==> src/rtl/axi_sram_sub.sv <==
// axi_sram_sub: AXI subordinate serving one read or write burst at a time from a
// single-port synchronous SRAM with 1-cycle read latency. All bursts are INCR.
// Ports:
//   i_aclk, i_arst            clock, asynchronous active-high reset
//   axi_aw*/axi_w*/axi_b*     write address / data / response channels
//   axi_ar*/axi_r*            read address / data channels
//   o_sram_en/we/addr/wdata/wstrb, i_sram_rdata   SRAM port (rdata valid 1 cycle after a read strobe)
module axi_sram_sub #(
  parameter int               AWIDTH    = 32,
  parameter int               DWIDTH    = 32,
  parameter int               IDWIDTH   = 4,
  parameter int               LENWIDTH  = 8,
  parameter int               DEPTH     = 1024,
  parameter logic [AWIDTH-1:0] BASE_ADDR = '0,
  localparam int              AIDX      = $clog2(DEPTH)
) (
  input  logic                i_aclk,
  input  logic                i_arst,
  // write address
  input  logic                axi_awvalid_i,
  output logic                axi_awready_o,
  input  logic [IDWIDTH-1:0]  axi_awid_i,
  input  logic [AWIDTH-1:0]   axi_awaddr_i,
  input  logic [LENWIDTH-1:0] axi_awlen_i,
  input  logic [2:0]          axi_awsize_i,
  // write data
  input  logic                axi_wvalid_i,
  output logic                axi_wready_o,
  input  logic [DWIDTH-1:0]   axi_wdata_i,
  input  logic [DWIDTH/8-1:0] axi_wstrb_i,
  input  logic                axi_wlast_i,
  // write response
  output logic                axi_bvalid_o,
  input  logic                axi_bready_i,
  output logic [IDWIDTH-1:0]  axi_bid_o,
  output logic [1:0]          axi_bresp_o,
  // read address
  input  logic                axi_arvalid_i,
  output logic                axi_arready_o,
  input  logic [IDWIDTH-1:0]  axi_arid_i,
  input  logic [AWIDTH-1:0]   axi_araddr_i,
  input  logic [LENWIDTH-1:0] axi_arlen_i,
  input  logic [2:0]          axi_arsize_i,
  // read data
  output logic                axi_rvalid_o,
  input  logic                axi_rready_i,
  output logic [IDWIDTH-1:0]  axi_rid_o,
  output logic [DWIDTH-1:0]   axi_rdata_o,
  output logic [1:0]          axi_rresp_o,
  output logic                axi_rlast_o,
  // SRAM
  output logic                o_sram_en,
  output logic                o_sram_we,
  output logic [AIDX-1:0]     o_sram_addr,
  output logic [DWIDTH-1:0]   o_sram_wdata,
  output logic [DWIDTH/8-1:0] o_sram_wstrb,
  input  logic [DWIDTH-1:0]   i_sram_rdata
);

  localparam int              BSHIFT = $clog2(DWIDTH / 8);
  localparam logic [AWIDTH:0] SPAN   = (AWIDTH + 1)'(DEPTH) << BSHIFT;
  localparam logic [1:0]      OKAY   = 2'b00;
  localparam logic [1:0]      SLVERR = 2'b10;
  localparam logic [1:0]      DECERR = 2'b11;

  typedef enum logic [1:0] {IDLE, WDATA, WRESP, RDATA} state_e;

  state_e                state_q;
  logic                  last_rd_q;    // last served request was a read
  logic [IDWIDTH-1:0]    id_q;
  logic [AWIDTH-1:0]     addr_q;
  logic [LENWIDTH-1:0]   len_q;
  logic                  size_ok_q;
  logic [LENWIDTH:0]     beat_q;       // one spare bit so len = max can count past the end
  logic                  err_dec_q, err_slv_q;
  logic                  bvalid_q;
  logic [IDWIDTH-1:0]    bid_q;
  logic [1:0]            bresp_q;
  logic                  rvalid_q, rlast_q;
  logic [IDWIDTH-1:0]    rid_q;
  logic [DWIDTH-1:0]     rdata_q;
  logic [1:0]            rresp_q;
  logic                  infl_q, infl_ok_q, infl_last_q;
  logic [1:0]            infl_resp_q;

  // Arbitration: on a tie, serve the opposite of the last served type.
  logic pick_read, pick_write, in_idle;
  assign pick_read  = axi_arvalid_i && (!axi_awvalid_i || !last_rd_q);
  assign pick_write = axi_awvalid_i && !pick_read;
  assign in_idle    = (state_q == IDLE) && !i_arst;
  assign axi_arready_o = in_idle && pick_read;
  assign axi_awready_o = in_idle && pick_write;

  // Per-beat address; the extra MSB catches wrap past 2^AWIDTH, which is always out of range.
  logic [AWIDTH:0]   beat_addr;
  logic [AWIDTH-1:0] beat_off;
  logic              in_range, beat_ok, is_last;
  logic [1:0]        beat_resp;
  assign beat_addr = {1'b0, addr_q} + ((AWIDTH + 1)'(beat_q) << BSHIFT);
  assign beat_off  = beat_addr[AWIDTH-1:0] - BASE_ADDR;
  assign in_range  = !beat_addr[AWIDTH] && (beat_addr[AWIDTH-1:0] >= BASE_ADDR)
                     && ({1'b0, beat_off} < SPAN);
  assign beat_ok   = in_range && size_ok_q;
  assign beat_resp = !in_range ? DECERR : (!size_ok_q ? SLVERR : OKAY);
  assign is_last   = (beat_q == {1'b0, len_q});

  logic w_hs, rd_issue, dec_nxt, slv_nxt;
  assign w_hs     = (state_q == WDATA) && axi_wvalid_i;
  // At most one beat in flight or held; issue only when the R register will be free.
  assign rd_issue = (state_q == RDATA) && !infl_q && (!rvalid_q || axi_rready_i)
                    && (beat_q <= {1'b0, len_q});
  assign dec_nxt  = err_dec_q || !in_range;
  assign slv_nxt  = err_slv_q || (axi_wlast_i != is_last);

  assign axi_wready_o = (state_q == WDATA);
  assign o_sram_en    = (w_hs || rd_issue) && beat_ok;
  assign o_sram_we    = (state_q == WDATA);
  assign o_sram_addr  = beat_off[BSHIFT +: AIDX];
  assign o_sram_wdata = axi_wdata_i;
  assign o_sram_wstrb = axi_wstrb_i;

  assign axi_bvalid_o = bvalid_q;
  assign axi_bid_o    = bid_q;
  assign axi_bresp_o  = bresp_q;
  assign axi_rvalid_o = rvalid_q;
  assign axi_rid_o    = rid_q;
  assign axi_rdata_o  = rdata_q;
  assign axi_rresp_o  = rresp_q;
  assign axi_rlast_o  = rlast_q;

  // NOTE: sequential state uses non-blocking assignments only, so every register
  // samples the pre-edge value of every other register regardless of statement order.
  always_ff @(posedge i_aclk or posedge i_arst) begin
    if (i_arst) begin
      state_q     <= IDLE;
      last_rd_q   <= 1'b0;
      id_q        <= '0;
      addr_q      <= '0;
      len_q       <= '0;
      size_ok_q   <= 1'b0;
      beat_q      <= '0;
      err_dec_q   <= 1'b0;
      err_slv_q   <= 1'b0;
      bvalid_q    <= 1'b0;
      bid_q       <= '0;
      bresp_q     <= OKAY;
      rvalid_q    <= 1'b0;
      rlast_q     <= 1'b0;
      rid_q       <= '0;
      rdata_q     <= '0;
      rresp_q     <= OKAY;
      infl_q      <= 1'b0;
      infl_ok_q   <= 1'b0;
      infl_last_q <= 1'b0;
      infl_resp_q <= OKAY;
    end else begin
      unique case (state_q)
        IDLE: begin
          if (pick_read) begin
            id_q      <= axi_arid_i;
            addr_q    <= axi_araddr_i;
            len_q     <= axi_arlen_i;
            size_ok_q <= (axi_arsize_i == 3'(BSHIFT));
            beat_q    <= '0;
            last_rd_q <= 1'b1;
            state_q   <= RDATA;
          end else if (pick_write) begin
            id_q      <= axi_awid_i;
            addr_q    <= axi_awaddr_i;
            len_q     <= axi_awlen_i;
            size_ok_q <= (axi_awsize_i == 3'(BSHIFT));
            beat_q    <= '0;
            err_dec_q <= 1'b0;
            err_slv_q <= (axi_awsize_i != 3'(BSHIFT));
            last_rd_q <= 1'b0;
            state_q   <= WDATA;
          end
        end
        WDATA: begin
          if (axi_wvalid_i) begin
            err_dec_q <= dec_nxt;
            err_slv_q <= slv_nxt;
            beat_q    <= beat_q + (LENWIDTH + 1)'(1);
            if (is_last) begin
              bvalid_q <= 1'b1;
              bid_q    <= id_q;
              bresp_q  <= dec_nxt ? DECERR : (slv_nxt ? SLVERR : OKAY);
              state_q  <= WRESP;
            end
          end
        end
        WRESP: begin
          if (axi_bready_i) begin
            bvalid_q <= 1'b0;
            state_q  <= IDLE;
          end
        end
        RDATA: begin
          if (rvalid_q && axi_rready_i) begin
            rvalid_q <= 1'b0;
            rlast_q  <= 1'b0;
            if (rlast_q) state_q <= IDLE;
          end
          // SRAM data for the beat issued last cycle is on i_sram_rdata now.
          if (infl_q) begin
            infl_q   <= 1'b0;
            rvalid_q <= 1'b1;
            rdata_q  <= infl_ok_q ? i_sram_rdata : '0;
            rresp_q  <= infl_resp_q;
            rlast_q  <= infl_last_q;
            rid_q    <= id_q;
          end
          if (rd_issue) begin
            infl_q      <= 1'b1;
            infl_ok_q   <= beat_ok;
            infl_resp_q <= beat_resp;
            infl_last_q <= is_last;
            beat_q      <= beat_q + (LENWIDTH + 1)'(1);
          end
        end
        default: state_q <= IDLE;
      endcase
    end
  end

endmodule

==> config.mk <==
export PLATFORM = sky130hd
export DESIGN_NAME = axi_sram_sub
export DESIGN_NICKNAME = d
export VERILOG_FILES = /design/src/rtl/axi_sram_sub.sv
export SDC_FILE = /design/constraint.sdc
export NUM_CORES = 1
export LEC_CHECK = 0
export CAP_MARGIN = 20
export CORE_AREA = 2 2 105 107
export CTS_CLUSTER_DIAMETER = 40
export CTS_CLUSTER_SIZE = 24
export DETAILED_ROUTE_END_ITERATION = 7
export DIE_AREA = 0 0 107 109
export DONT_BUFFER_PORTS = 1
export GPL_ROUTABILITY_DRIVEN = 1
export PLACE_DENSITY_LB_ADDON = 0.25
export SLEW_MARGIN = 20
export SYNTH_ARGS = -nofsm -noshare
export SYNTH_HDL_FRONTEND = slang
export SYNTH_SLANG_ARGS = --single-unit
export TNS_END_PERCENT = 10
==> constraint.sdc <==
create_clock -name i_aclk -period 9.57 [get_ports i_aclk]
set_input_delay 1.4355 -clock i_aclk [delete_from_list [all_inputs] [get_ports i_aclk]]
set_output_delay 1.4355 -clock i_aclk [all_outputs]
set_load 0.05 [all_outputs]
==> results.json <==
{
  "postLayoutCoreUtil_pct": 58.67,
  "grt_max_degree": 92,
  "core_area_sq_um": 10600,
  "clock.fmax_ghz": 0.1775,
  "cp_data_arrival_time_ns": 4.20,
  "yosysSeqAreaShare_pct": 44.17,
  "min_period_over_period_pct": 58.87,
  "post-cts-setup-buffers": 0,
  "synth_xor_area_share_pct": 3.545,
  "fin_setup_tns_ns": 0,
  "syn-cell-area_sq_um": 6176,
  "row_count": 38,
  "cp.required_ns": 8.13,
  "fin_crit_ns": 5.634,
  "synth_compound_gate_area_share_pct": 16.09,
  "die_y_um": 109,
  "synth_top_family_by_area": "simple AND/OR/NAND/NOR gates",
  "ys_ff_latch": 109,
  "cts_tree": "yes",
  "yosysWarningCount": 0,
  "yosys.area_share.simple_pct": 22.55,
  "powerDensity_nw_per_um2": 382.0,
  "drive_above_1_share_pct": 6.314,
  "numClockSinks": 109,
  "clkLatencyLatePin_ns": 0.37,
  "yosys-mux-area-fraction_pct": 2.147,
  "dr.pass1.iters": 4,
  "drt_iter0_markers": 283,
  "antenna_found_initial": 0,
  "synthAdderAreaFrac_pct": 3.971,
  "wl_per_cell_um": 17.26,
  "portBuffers": 0,
  "avgSynthCellArea_sq_um": 8.460,
  "clock_skew_ns": 0.01268,
  "setup_viol": 0,
  "rsz0062_at_grt": "false",
  "comb_power_share_pct": 37.5,
  "cp-start-kind": "flip-flop",
  "final_common_cell": "nand2_1",
  "finalWirelength_mm": 14.17,
  "seq_power_share_pct": 50.0,
  "dpl.hpwl_mm": 10.59,
  "slew_viol_final": 0,
  "endpoint_kind": "output pin",
  "synth_edf_count": 0,
  "postRouteAntennaNets": 0,
  "via_per_inst": 5.926,
  "p_int_mw": 1.080,
  "final_nets": 865,
  "peakVddDrop_v": 0.0002137,
  "area_growth_pct": 0.7294,
  "synthArstFlopShare_pct": 100.0,
  "grt-ovfl-total": 0,
  "switchingPower_mw": 1.296,
  "cts_buffers": 9,
  "hold_path.class": "flip-flop to flip-flop",
  "p_leak_nw": 2.746,
  "drv_cap": 0,
  "cp_max_fo": 8,
  "p_sw_share_pct": 54.54,
  "ys_types": 57,
  "grt_pass1_wl_mm": 22.53,
  "synthFlopType": "dfrtp_1",
  "grt.total_usage_pct": 24.36,
  "start_util_pct": 58.25,
  "die_w_um": 107,
  "clk_pin_slew_ns": 0.11,
  "die-area_sq_um": 11660,
  "diodes": 0,
  "cts_hold_buf": 0,
  "cts_max_level": 3,
  "hold_viol_final": 0,
  "tightest_slew_ns": 1.137,
  "design_area_sq_um": 6221,
  "grt_pass1_vias": 4586,
  "n_fill_cell": 939,
  "dpl_cell_area_sq_um": 6002,
  "p_clk_share_pct": 12.6,
  "post-route-drc-count": 0,
  "worstSetupPathType": "flip-flop to output pin",
  "cts_root_buffer": "clkbuf_8",
  "vias": 4865,
  "ios": 268,
  "status": "finished clean",
  "ctsResizeCount": 0,
  "cts_buffer_depth": 2,
  "syn_nets": 919,
  "layout_common_cells": "182 x nand2_1, 109 x dfrtp_1, 71 x nor2_1, 54 x o21ai_0, 45 x a31oi_1",
  "place_congestion": 0.8141,
  "postSynthCellCount": 730,
  "relSlewSlack_pct": 23.67
}
layer usage:
layer	up-vias	track usage (%)	share of wire, %
met5	-	0	0
met4	0	7.514	1.8
met3	31	5.619	7.5
met2	189	42.04	47
met1	2276	30.65	43
li1	2369	-	-
worst paths after layout:
check	from	to	slack [ns]	cells past startpoint
setup / recovery	beat_q[0]$_DFFE_PP0P_	o_sram_en	3.94	10
hold / removal	last_rd_q$_DFFE_PP0P_	last_rd_q$_DFFE_PP0P_	0.50	1
setup reg to reg	beat_q[0]$_DFFE_PP0P_	infl_resp_q[1]$_DFFE_PP0P_	6.03	10
hold reg to reg	last_rd_q$_DFFE_PP0P_	last_rd_q$_DFFE_PP0P_	0.50	1
max in group asynchronous	i_arst	size_ok_q$_DFFE_PP0P_	7.39	2
min in group asynchronous	i_arst	axi_rdata_o[27]$_DFFE_PP0P_	1.02	1
cells in the mapped netlist (all sizes together) (2+ instances only):
library cell,number,area share (%)
nand4,13,1.3
a31oi,45,4.6
ha,18,3.6
o21ai,55,4.5
inv,15,0.91
o21a,2,0.24
clkbuf,33,2.0
and2,5,0.51
nand3b,2,0.24
nor3b,2,0.24
buf,38,4.6
o211ai,6,0.73
nand2b,2,0.20
xnor2,8,1.1
a21oi,18,1.6
o221ai,2,0.28
nor4,3,0.30
and3,6,0.61
o2111ai,2,0.28
nor3,8,0.83
a21o,8,0.97
or3,3,0.30
nand3,14,1.1
dfrtp,109,44
a41oi,2,0.28
a211oi,3,0.45
nor2b,6,0.61
nand2,182,11
mux2i,2,0.32
nor2,71,4.3
mux2,10,1.8
xor2,17,2.4
sequential cells by signal, summed over array words and instances, names as in the netlist, 2 cells and up:
| register | flops |
|---|---|
| addr_q | 30 |
| axi_bid_o | 4 |
| axi_bresp_o | 2 |
| axi_rdata_o | 32 |
| axi_rid_o | 4 |
| axi_rresp_o | 2 |
| beat_q | 9 |
| id_q | 4 |
| infl_resp_q | 2 |
| len_q | 8 |
| state_q | 2 |
layout make-up:
| type | instances | area (sq um) | share of cell area, % |
|---|---|---|---|
| Clock buffer | 9 | 123.9 | 1.991 |
| Clock inverter | 7 | 87.58 | 1.408 |
| Inverter | 15 | 58.81 | 0.9453 |
| Multi-Input combinational cell | 535 | 3003 | 48.27 |
| Sequential cell | 109 | 2728 | 43.85 |
| Tap cell | 140 | 175.2 | 2.816 |
| Timing Repair Buffer | 6 | 45.04 | 0.7241 |
power groups by stage:
stage / Clock [mW] / Sequential, mW / Combinational, mW
final: 0.299 / 1.19 / 0.890
after global routing: 0.323 / 1.22 / 1.00
after CTS: 0.304 / 1.19 / 0.896
after detailed placement: 0 / 1.20 / 0.891
after global placement: 0 / 1.19 / 0.867
after floorplan: 0 / 1.10 / 0.838
per-stage QoR:
| stage | setup slack, ns | hold slack [ns] | cells | total power [mW] |
|---|---|---|---|---|
| floorplan | 3.681 | 0.4565 | 730 | 1.934 |
| global placement | 4.445 | 0.4785 | 805 | 2.057 |
| detailed placement | 4.377 | 0.4872 | 805 | 2.090 |
| CTS | 3.948 | 0.5024 | 821 | 2.388 |
| global route | 3.764 | 0.5448 | 821 | 2.547 |
| finish | 3.936 | 0.5039 | 821 | 2.376 |
worst max-delay path, cell delays in order (launching register included):
cell       delay [ns]
dfrtp_1          0.52
ha_1             0.27
fa_1             0.44
a211oi_2         0.25
nor3_1           0.10
or2_4            0.28
a2111oi_4        0.35
o32ai_1          0.12
or4_4            0.56
nor3_4           0.34
o2111a_1         0.59
logic make-up (layout without fill, tap and decap cells):
kind of cell / after synthesis / count (layout)
buffers and inverters: 86 / 37
DFF: 109 / 109
xor gates and xnor gates: 25 / 25
AOI/OAI and AO/OA: 156 / 156
and+or+nand+nor: 323 / 323
muxes: 12 / 12
adders and majority gates: 19 / 19
No activity file was read; power rests on OpenSTA's default activity.
